===== src/rtl/freq_meter_pkg.sv =====
// Shared types and constants for the frequency meter.
package freq_meter_pkg;

  typedef enum logic [1:0] {
    IDLE  = 2'd0,
    COUNT = 2'd1,
    DONE  = 2'd2
  } state_e;

  localparam int unsigned GATE_CYCLES_DEFAULT = 100000000;
  // Wide enough for the largest legal gate (2^27-1 cycles).
  localparam int GATE_W = 27;

endpackage


===== src/rtl/freq_meter_if.sv =====
// Control/result bundle between a measurement requester and freq_meter_core.
interface freq_meter_if #(
  parameter int CNT_W = 24
);
  logic             start;
  logic             busy;
  logic             done;
  logic [CNT_W-1:0] freq;
  logic             overflow;

  modport master (output start, input busy, done, freq, overflow);
  modport slave  (input start, output busy, done, freq, overflow);
endinterface


===== src/rtl/freq_meter_sig_sync_edge.sv =====
// Two-flop synchronizer plus registered rising-edge detector for the signal under test.
module sig_sync_edge (
  input  logic sysclk,
  input  logic reset,
  input  logic sigin,
  output logic edge_pulse
);

  logic meta_q, sync_q, prev_q, edge_q;

  always_ff @(posedge sysclk) begin
    if (reset) begin
      meta_q <= 1'b0;
      sync_q <= 1'b0;
      prev_q <= 1'b0;
      edge_q <= 1'b0;
    end else begin
      meta_q <= sigin;
      sync_q <= meta_q;
      prev_q <= sync_q;
      edge_q <= sync_q & ~prev_q;
    end
  end

  assign edge_pulse = edge_q;

endmodule


===== src/rtl/freq_meter_core.sv =====
// Gated rising-edge counter: counts sigin edges over GATE_CYCLES sysclk cycles.
// Define FREQ_METER_CONT_EN for back-to-back measurements after the first start.
//   state | meaning
//   IDLE  | waiting for start, last result held
//   COUNT | gate open, counting edge pulses
//   DONE  | one-cycle result strobe
module freq_meter_core
  import freq_meter_pkg::*;
#(
  parameter int unsigned GATE_CYCLES = GATE_CYCLES_DEFAULT,
  parameter int          CNT_W       = 24
) (
  input  logic         sysclk,
  input  logic         reset,
  input  logic         sigin,
  freq_meter_if.slave  bus
);

  localparam logic [GATE_W-1:0] GATE_LAST = GATE_W'(GATE_CYCLES - 1);
  localparam logic [CNT_W-1:0]  CNT_MAX   = '1;

  state_e              state_q, state_d;
  logic [GATE_W-1:0]   gate_q, gate_d;
  logic [CNT_W-1:0]    edges_q, edges_d;
  logic [CNT_W-1:0]    freq_q, freq_d;
  logic                ovf_acc_q, ovf_acc_d;
  logic                ovf_q, ovf_d;
  logic                edge_pulse;
  logic [CNT_W-1:0]    edges_inc;
  logic                ovf_hit;
  logic                busy_c, done_c;

  sig_sync_edge u_sync (
    .sysclk     (sysclk),
    .reset      (reset),
    .sigin      (sigin),
    .edge_pulse (edge_pulse)
  );

  // Saturating increment; an edge arriving at full scale marks the result overflowed.
  always_comb begin
    edges_inc = edges_q;
    ovf_hit   = 1'b0;
    if (edge_pulse) begin
      if (edges_q == CNT_MAX) ovf_hit = 1'b1;
      else                    edges_inc = edges_q + 1'b1;
    end
  end

  always_ff @(posedge sysclk) begin
    if (reset) begin
      state_q   <= IDLE;
      gate_q    <= '0;
      edges_q   <= '0;
      freq_q    <= '0;
      ovf_acc_q <= 1'b0;
      ovf_q     <= 1'b0;
    end else begin
      state_q   <= state_d;
      gate_q    <= gate_d;
      edges_q   <= edges_d;
      freq_q    <= freq_d;
      ovf_acc_q <= ovf_acc_d;
      ovf_q     <= ovf_d;
    end
  end

  always_comb begin
    state_d   = state_q;
    gate_d    = gate_q;
    edges_d   = edges_q;
    freq_d    = freq_q;
    ovf_acc_d = ovf_acc_q;
    ovf_d     = ovf_q;
    busy_c    = 1'b0;
    done_c    = 1'b0;
    case (state_q)
      IDLE: begin
        if (bus.start) begin
          state_d   = COUNT;
          gate_d    = '0;
          edges_d   = '0;
          ovf_acc_d = 1'b0;
        end
      end
      COUNT: begin
        busy_c    = 1'b1;
        gate_d    = gate_q + 1'b1;
        edges_d   = edges_inc;
        ovf_acc_d = ovf_acc_q | ovf_hit;
        if (gate_q == GATE_LAST) begin
          freq_d  = edges_inc;
          ovf_d   = ovf_acc_q | ovf_hit;
          state_d = DONE;
        end
      end
      DONE: begin
        done_c = 1'b1;
`ifdef FREQ_METER_CONT_EN
        state_d   = COUNT;
        gate_d    = '0;
        edges_d   = '0;
        ovf_acc_d = 1'b0;
`else
        state_d   = IDLE;
`endif
      end
      default: state_d = IDLE;
    endcase
  end

  assign bus.busy     = busy_c;
  assign bus.done     = done_c;
  assign bus.freq     = freq_q;
  assign bus.overflow = ovf_q;

endmodule


===== src/flat_wrapper.sv =====
// flat-port wrapper written by rule: the top's interface ports become plain ports
module freq_meter_core_flat import freq_meter_pkg::*;
#(
  parameter int unsigned GATE_CYCLES = GATE_CYCLES_DEFAULT,
  parameter int          CNT_W       = 24
)
  (sysclk, reset, sigin, bus_start, bus_busy, bus_done, bus_freq, bus_overflow);
  freq_meter_if #(.CNT_W(CNT_W)) bus_i ();
  input  logic sysclk;
  input  logic reset;
  input  logic sigin;
  input wire logic [$bits(bus_i.start)-1:0] bus_start;
  output wire logic [$bits(bus_i.busy)-1:0] bus_busy;
  output wire logic [$bits(bus_i.done)-1:0] bus_done;
  output wire logic [$bits(bus_i.freq)-1:0] bus_freq;
  output wire logic [$bits(bus_i.overflow)-1:0] bus_overflow;
  assign bus_i.start = bus_start;
  assign bus_busy = bus_i.busy;
  assign bus_done = bus_i.done;
  assign bus_freq = bus_i.freq;
  assign bus_overflow = bus_i.overflow;
  freq_meter_core #(.GATE_CYCLES(GATE_CYCLES), .CNT_W(CNT_W)) u_core (.sysclk(sysclk), .reset(reset), .sigin(sigin), .bus(bus_i));
endmodule

===== config.mk =====
export PLATFORM = sky130hd
export DESIGN_NAME = freq_meter_core_flat
export DESIGN_NICKNAME = d
export VERILOG_FILES = /design/src/rtl/freq_meter_pkg.sv /design/src/rtl/freq_meter_if.sv /design/src/rtl/freq_meter_sig_sync_edge.sv /design/src/rtl/freq_meter_core.sv /design/src/flat_wrapper.sv
export SDC_FILE = /design/constraint.sdc
export NUM_CORES = 1
export LEC_CHECK = 0
export ABC_AREA = 1
export BUFFER_PORTS_ARGS = -buffer_cell sky130_fd_sc_hd__buf_4
export CORE_UTILIZATION = 50
export DETAILED_ROUTE_END_ITERATION = 10
export MAX_ROUTING_LAYER = met4
export PLACE_DENSITY = 0.79
export SLEW_MARGIN = 10
export SYNTH_ARGS = -nofsm -noshare
export SYNTH_HDL_FRONTEND = slang
export SYNTH_HIERARCHICAL = 1
export SYNTH_SLANG_ARGS = --single-unit

===== constraint.sdc =====
create_clock -name sysclk -period 3.95 [get_ports sysclk]
set_input_delay 0 -clock sysclk [delete_from_list [all_inputs] [get_ports sysclk]]
set_output_delay 0 -clock sysclk [all_outputs]
set_load 0.01 [all_outputs]

Word level (Yosys, flattened, before mapping):

Cells that the tools add are included.

* register bits: 83
* bits in latches: 0
* bits in writable memories: 0
* bits in read-only memories: 0
* input port bits: 4
* output and inout bits: 27
* memories kept: 0

* add/subtract/negate cells: 2
* $mul: 0
* div/mod/pow operators: 0
* $lt $le $gt $ge: 0
* equal/unequal tests: 6
* shift operators: 0
* muxes and demuxes: 15
* bitwise gates (word level): 3
* reduce and logical (&&, ||, !) cells: 5

Operators with widths (number)
* $mux 24: 3
* $pmux 27 s2: 1
* $pmux 24 s2: 1
* $add 27x1->27 const B: 1
* $eq 27x27->1 const B: 1
* $mux 27: 1
* $add 24x1->24 const B: 1
* $eq 24x24->1 const B: 1
* $reduce_and 2->1: 3
* $mux 1: 5
* $mux 2: 2
* $pmux 2 s2: 1
* $eq 2x1->1 const B: 1
* $eq 2x2->1 const B: 1
* $logic_not 2->1: 1
* $ne 2x1->1 const B: 1
* $ne 2x2->1 const B: 1
* $pmux 1 s2: 1
* $reduce_bool 2->1: 1
* $and 1x1->1: 1
* $not 1->1: 1
* $or 1x1->1: 1

Longest topological paths before layout:

Gate-level depths: netlist of the first run.

* depth after elaboration: 5
* mapped depth: 12

By module:

Netlist of the first run, hierarchy kept.

By module, submodules not included
* freq_meter_core: times used 1, cells an instance 680, area each 4480.5 um2, seq. area each 1581.5 um2
* sig_sync_edge: times used 1, cells an instance 12, area each 115.1 um2, seq. area each 80.1 um2

Worst setup path after synthesis of the first run:

No wires, ideal clock.

* path kind: flip-flop to flip-flop
* start: register u_core.edges_q[0]
* end: register u_core.freq_q[19], in the netlist u_core/bus.freq[19]
* setup time: 0.116 ns
* arrival time: 1.542 ns
* data required time: 3.834 ns
* path slack: 2.292 ns
* cell stages (with the launch flop): 12
* path buffers: 1
* cell sequence: dfxtp_1 ha_1 inv_1 nor2_1 nand3_2 nor2_4 nand2_4 buf_6 nand2_1 nand2_1 a21oi_1 nor2_1

* longest elaborated chain between the ends: 3
* elaborated cells on any way between the ends: 4
* classes of those cells: add/sub (1); eq/ne (1); mux (2)

Ends and longest elaborated chain
* from (decl): RTL line freq_meter_core.sv:24 `logic [CNT_W-1:0] edges_q, edges_d;`
* from (signal assigned): RTL line freq_meter_core.sv:61 `edges_q <= edges_d;`
* $add 24x1->24 or $eq 24x24->1 (tied branches): RTL line freq_meter_core.sv:46, freq_meter_core.sv:45
* $mux 24 *: RTL line freq_meter_core.sv:45 `if (edges_q == CNT_MAX) ovf_hit = 1'b1;`
* $mux 24 *: RTL line freq_meter_core.sv:44 `if (edge_pulse) begin`
* to (signal assigned): RTL line freq_meter_core.sv:62 `freq_q <= freq_d;`
* to (decl): RTL line freq_meter_core.sv:25 `logic [CNT_W-1:0] freq_q, freq_d;`

Mark *: on every way between the ends. The rest lies on a longest branch, timed or not.
A chain may end at the register's enable or synchronous reset.

Final worst setup path of the first run:

* start: register u_core.state_q[1]
* end: register u_core.edges_q[1]

* longest elaborated chain between the ends: 3
* elaborated cells on any way between the ends: 6
* classes of those cells: eq/ne (2); mux (1); reduce/logical (3)

Ends and longest elaborated chain
* from (decl): RTL line freq_meter_core.sv:22 `state_e state_q, state_d;`
* from (signal assigned): RTL line freq_meter_core.sv:59 `state_q <= state_d;`
* $eq 2x1->1 or $logic_not 2->1 (tied branches): RTL line freq_meter_core.sv:77 `case (state_q)`
* $reduce_bool 2->1 (no line) or $ne 2x2->1 (tied branches)
* $reduce_and 2->1 (no line)

Parallel ways exist; a longest one is shown, timed or not.

==> results.toml, run 1 <==
[yosys]
ys.flop_type = "dfxtp_1"
yosys.cell_types.count = 46
netlist_area_um2 = 4596
synth_warnings = 6
yosysTopAreaCell = "dfxtp_1"
ys_seq_elements = 83
syn_nets = 698
yosys-top-cells-area = "dfxtp_1 (36%), nand2_1 (16%), inv_1 (8.6%)"
synthMuxAreaShare_pct = 0
synthCells = 692
ys_seq_area_share_pct = 36.16
synth_compound_area_share_pct = 15.60
synth_fa_ha_area_share_pct = 0.5445
synth_xor_area_share_pct = 0.9529
yosys.area_share.simple_pct = 35.39
avgSynthCellArea_um2 = 6.641
async_reset_ff_share_pct = 0
synth-edff-count = 0
yosys.area.top_type_share_pct = 36.16
synth_top_family_by_area = "simple AND/OR/NAND/NOR gates"

[placed_design]
hpwl_um = 7709
place.gp.congestion = 0.9090
pre_cts_ws_ns = 1.773
port_buffers = 30
dpl_cell_area_um2 = 4856

[global_routing]
grt_pass1_wl_um = 18840
grt_overflow = 0
grt_max_degree = 54
grt_use_total_pct = 24.91
grt_pass1_vias = 4333
antenna_found_initial = 0

[floorplanning]
die_area_um2 = 9579
die_w_um = 97.87
row_count = 34
pin_count = 31
die_height_um = 97.87
start_util_pct = 52.19
core_um2 = 8806

[drt]
wire_per_inst_um = 13.30
wl_um = 11010
vias_per_cell = 5.397
first_iter_violations = 222
vias = 4469
ant_nets = 0
drc = 2
drtPass1Iterations = 8

[worst_setup_path]
path_class = "reg -> reg"
cp-start-kind = "flop"
cp_max_fo = 37
worst_path_largest_cell_delay_ns = 0.56
cpLargestDelayFamily = "simple AND/OR/NAND/NOR gates"
worst-path-buf-inv = 5
crit_required_ns = 4.24
slowest_stage = "nor2_4"
arrival_ns = 2.54
worst_path_most_repeated_cell = "inv_1"
end_kind = "flop"
crit_chain = "inv_1 > nand2_2 > inv_1 > buf_4 > nor2_4 > inv_1 > nor2_2 > inv_1 > o22ai_1"

[cts]
clkSlewWorstSetupHoldPaths_ns = 0.09
root_buffer = "clkbuf_8"
cts_resized = 0
cts_buffer_depth = 2
cts_sinks = 83
h-tree-depth = 3
worstSkewPairLatency_ns = 0.37
cts_tree = "yes"
numCtsBuffers = 9

[layout]
drive_above_1_share_pct = 13.61
nets = 721
diodes = 0
design_area_um2 = 5116
layout_common_cells = "nand2_1 (191), inv_1 (105), dfxtp_1 (83), nor2_1 (58), a21oi_1 (53)"
nFillCells = 859
final_common_cell = "nand2_1"
area_growth_pct = 11.33

[sta]
fmax_mhz = 446.0
finClkSkew_ns = 0.008032
finalCritPeriodShare_pct = 56.77
fin_ws_ns = 1.708
setup_viol = 0
max_slew_margin_pct = 49.87
fin_tns_setup_ns = 0
worst_pin_slew_ns = 0.7511
rsz0062_at_grt = "false"
slew_viol_final = 0
finalHoldViolCount = 0
period_minus_slack_ns = 2.242

[run]
drv_cap = 0

[pwr]
p_leak_nw = 2.137
clockPowerShare_pct = 45.8
p_sw_share_pct = 22.95
combPwrFrac_pct = 4.0
power.density_nw_per_um2 = 328.5
power_frac_seq_pct = 50.2
p_switching_mw = 0.3857
p_int_mw = 1.295
total_power_mw = 1.681
ir_drop_v = 0.0002097

[run_status]
violations = "design-rule violations"
outcome = "complete, but fails checks"

[min_path]
min_path_type = "in -> reg"
## sequential cells by signal, indices dropped and copies added, names as in the netlist, 2 cells and up
| name | cells |
|---|---|
| u_core/edges_q | 24 |
| u_core/state_q | 2 |
| u_core/bus.freq | 24 |
| u_core/gate_q | 27 |
## routing by layer
layer	up-vias	global-route usage [%]	part of all wire, %
li1	2258	-	-
met1	2092	26.75	43
met2	99	44.80	51
met3	20	4.581	4.1
met4	0	10.37	1.8
met5	-	-	0
## worst reg2reg max path, stage by stage (launching register included)
cell     delay (ns)
dfxtp_1        0.33
inv_1          0.07
nand2_2        0.13
inv_1          0.10
buf_4          0.28
nor2_4         0.56
inv_1          0.16
nor2_2         0.26
inv_1          0.13
o22ai_1        0.16
## area by class of cell
cell class	count	area (µm²)	area share [%]
tap	108	135.1	2.641
clock inverter	5	108.9	2.128
inverter	108	406.6	7.948
clock buffer	11	141.4	2.764
multi-input combinational	480	2412	47.15
timing repair buffer	33	250.2	4.891
sequential	83	1662	32.48
## synth_stat cells (all sizes together) (2+ instances only)
library cell	count
nand3b	3
o311a	2
ha	2
a211oi	4
o211a	2
dfxtp	83
xor2	2
nand3	55
a22oi	3
clkbuf	8
nand2	200
nor3	11
a32oi	2
buf	13
o22ai	5
inv	107
o21ai	36
nand4	6
a21oi	63
nor2	73
xnor2	3
## final timing paths
check                       start                       end  slack, ns  cells past startpoint
max             u_core/state_q[1]         u_core/edges_q[1]       1.71                      9
min                         reset      u_core/u_sync/meta_q       0.12                      2
max reg2reg     u_core/state_q[1]         u_core/edges_q[1]       1.71                      9
min reg2reg  u_core/u_sync/prev_q  u_core/u_sync/edge_pulse       0.40                      1
## timing repair
action,CTS,global route
hold endpoints to repair,1,0
buffers inserted,0,0
hold buffers,1,0
## power by group through the flow
| stage | Combinational (mW) | Sequential (mW) | Clock, mW |
|---|---|---|---|
| global placement | 0.0631 | 0.863 | 0 |
| global route | 0.0729 | 0.844 | 0.816 |
| detailed placement | 0.0649 | 0.863 | 0 |
| CTS | 0.0661 | 0.844 | 0.785 |
| finish | 0.0664 | 0.844 | 0.771 |
| floorplan | 0.0487 | 0.862 | 0 |
## stage by stage
step | hold WS [ns] | cells | util [%]
3_3_place_gp | 0.2025 | 811 | 55.14
4_1_cts | 0.1376 | 828 | 58.10
5_1_grt | 0.1404 | 828 | 58.10
2_1_floorplan | 0.07118 | 692 | -
3_5_place_dp | 0.2113 | 811 | 55.14
6_report | 0.1233 | 828 | 58.10
## logic make-up (layout without fill, tap and decap cells)
group	Yosys count	in the layout
AO/OA/AOI/OAI	122	122
buffers and inverters	129	157
AND/OR/NAND/NOR	351	351
adder cells (fa/ha/maj)	2	2
XOR/XNOR	5	5
flip-flops	83	83
Note: power is estimated with default switching activity, not from simulation.
==> inputs of run 2 (changes only) <==
==> constraint.sdc (replaced) <==
create_clock -name sysclk -period 2.2 [get_ports sysclk]
set_input_delay 0 -clock sysclk [delete_from_list [all_inputs] [get_ports sysclk]]
set_output_delay 0 -clock sysclk [all_outputs]
set_load 0.01 [all_outputs]
==> results.toml, run 2 (synthesis gave the netlist of run 1 again) <==
[cts]
worstSkewPairLatency_ns = 0.36
clkSlewWorstSetupHoldPaths_ns = 0.08
root_buffer = "clkbuf_8"
post_cts_buffers = 0
cts_sinks = 83
numCtsBuffers = 9
h-tree-depth = 3
cts_tree = "yes"
cts_buffer_depth = 2

[layout]
largest_register_ff_count = 27
max_flop_register = "u_core/gate_q"
final_common_cell = "nand2_1"
diodes = 0
layout_common_cells = "nand2_1 (191), inv_1 (105), dfxtp_1 (83), nor2_1 (58), a21oi_1 (53)"
drive_above_1_share_pct = 14.81
nets = 730
area_growth_pct = 12.69

[min_path]
min_path_type = "in -> reg"

[drt]
wire_per_inst_um = 13.03
wl_um = 10900
drc = 2
drtPass1Iterations = 8
ant_nets = 0
first_iter_violations = 231
vias = 4442
vias_per_cell = 5.307

[placed_design]
hpwl_um = 7788
place.gp.congestion = 0.9953
port_buffers = 30
pre_cts_ws_ns = 0.2721

[sta]
finalHoldViolCount = 0
fmax_mhz = 523.4
fin_ws_ns = 0.2894
rsz0062_at_grt = "false"
whs_ns = 0.2354
worst_pin_slew_ns = 0.7700
setup_viol = 0
finClkSkew_ns = 0.01006
slew_viol_final = 0
finalCritPeriodShare_pct = 86.84
period_minus_slack_ns = 1.911
fin_tns_setup_ns = 0
max_slew_margin_pct = 48.61

[run]
drv_cap = 0

[global_routing]
grt_pass1_vias = 4204
grt_use_total_pct = 24.72
grt_overflow = 0
antenna_found_initial = 0
grt_max_degree = 46
grt_pass1_wl_um = 18810

[floorplanning]
die_w_um = 97.87
row_count = 34
start_util_pct = 52.19
die_area_um2 = 9579
core_um2 = 8806
pin_count = 31
die_height_um = 97.87

[worst_setup_path]
worst_path_largest_cell_delay_ns = 0.43
path_class = "reg -> reg"
crit_required_ns = 2.46
cp-start-kind = "flop"
crit_chain = "ha_2 > inv_1 > nor2_1 > nand3_2 > nor2_4 > nand2_4 > nand2_1 > nand2_1 > o21ai_0 > nand2_1 > nand2_1 > inv_1"
end_kind = "flop"
cp_max_fo = 18
worst_path_most_repeated_cell = "nand2_1"
slowest_stage = "dfxtp_1"
arrival_ns = 2.17

[run_status]
outcome = "complete, but fails checks"
violations = "design-rule violations"

[pwr]
ir_drop_v = 0.0002829
power.density_nw_per_um2 = 574.6
p_leak_nw = 2.175
## run 2: cell types whose count changed in the layout (fill, tap and decap cells not counted), sizes merged
| cell | delta |
|---|---|
| clkbuf | -2 |
| dlygate4sd3 | +1 |
| clkinv | +3 |
| buf | +8 |
| inv | -1 |
## run 2: final cells by class
class / instances / area (µm²)
clock inverters: 7 / 116.4
flip-flops and latches: 83 / 1662
fillers: 836 / 3627
repair buffers: 42 / 320.3
inverters: 108 / 406.6
well taps: 108 / 135.1
multi-input cells: 480 / 2415
clock buffers: 9 / 123.9
## run 2: per-stage QoR
stage | instance area [µm²] | cells | utilization, % | power (mW)
floorplan | 4596 | 692 | - | 1.635
global placement | 4916 | 819 | 55.83 | 1.682
detailed placement | 4916 | 819 | 55.83 | 1.684
CTS | 5176 | 837 | 58.78 | 3.005
global route | 5179 | 837 | 58.81 | 3.087
finish | 5179 | 837 | 58.81 | 2.976
## run 2: repair_timing
item	CTS	global route
resized for setup	0	1
hold buffers	2	0
endpoints found under the hold margin	7	0
setup endpoints to repair	0	1
## run 2: routing by layer
metal	GRT usage [%]	vias to the layer above	wire length (µm)	part of all wire, %
met5	-	-	0	0
met4	11.19	0	305	2.8
met3	3.078	27	461	4.2
met2	43.12	115	5427	50
met1	28.23	2036	4707	43
li1	-	2264	-	-
## run 2: final timing paths
kind                                            from                       end  cells after the start  slack (ns)
worst max-delay path               u_core/edges_q[0]        u_core/bus.freq[1]                     12        0.29
worst min-delay path                       bus_start          u_core/gate_q[5]                      6        0.24
worst max register to register     u_core/edges_q[0]        u_core/bus.freq[1]                     12        0.29
worst min register to register  u_core/u_sync/prev_q  u_core/u_sync/edge_pulse                      1        0.40
## run 2: power by group
part | internal (mW) | leakage [nW] | switching, mW | total, mW
clock network | 0.752 | 0.119 | 0.572 | 1.32
registers | 1.51 | 0.669 | 0.00624 | 1.51
logic | 0.0360 | 1.39 | 0.102 | 0.138
## run 2: critical path, delay by kind of cell (launching register included)
family / cells / cell delay [ns]
simple gates: 8 / 0.92
flops: 1 / 0.43
fa+ha+maj: 1 / 0.26
buf+inv: 2 / 0.10
compound gates: 1 / 0.10
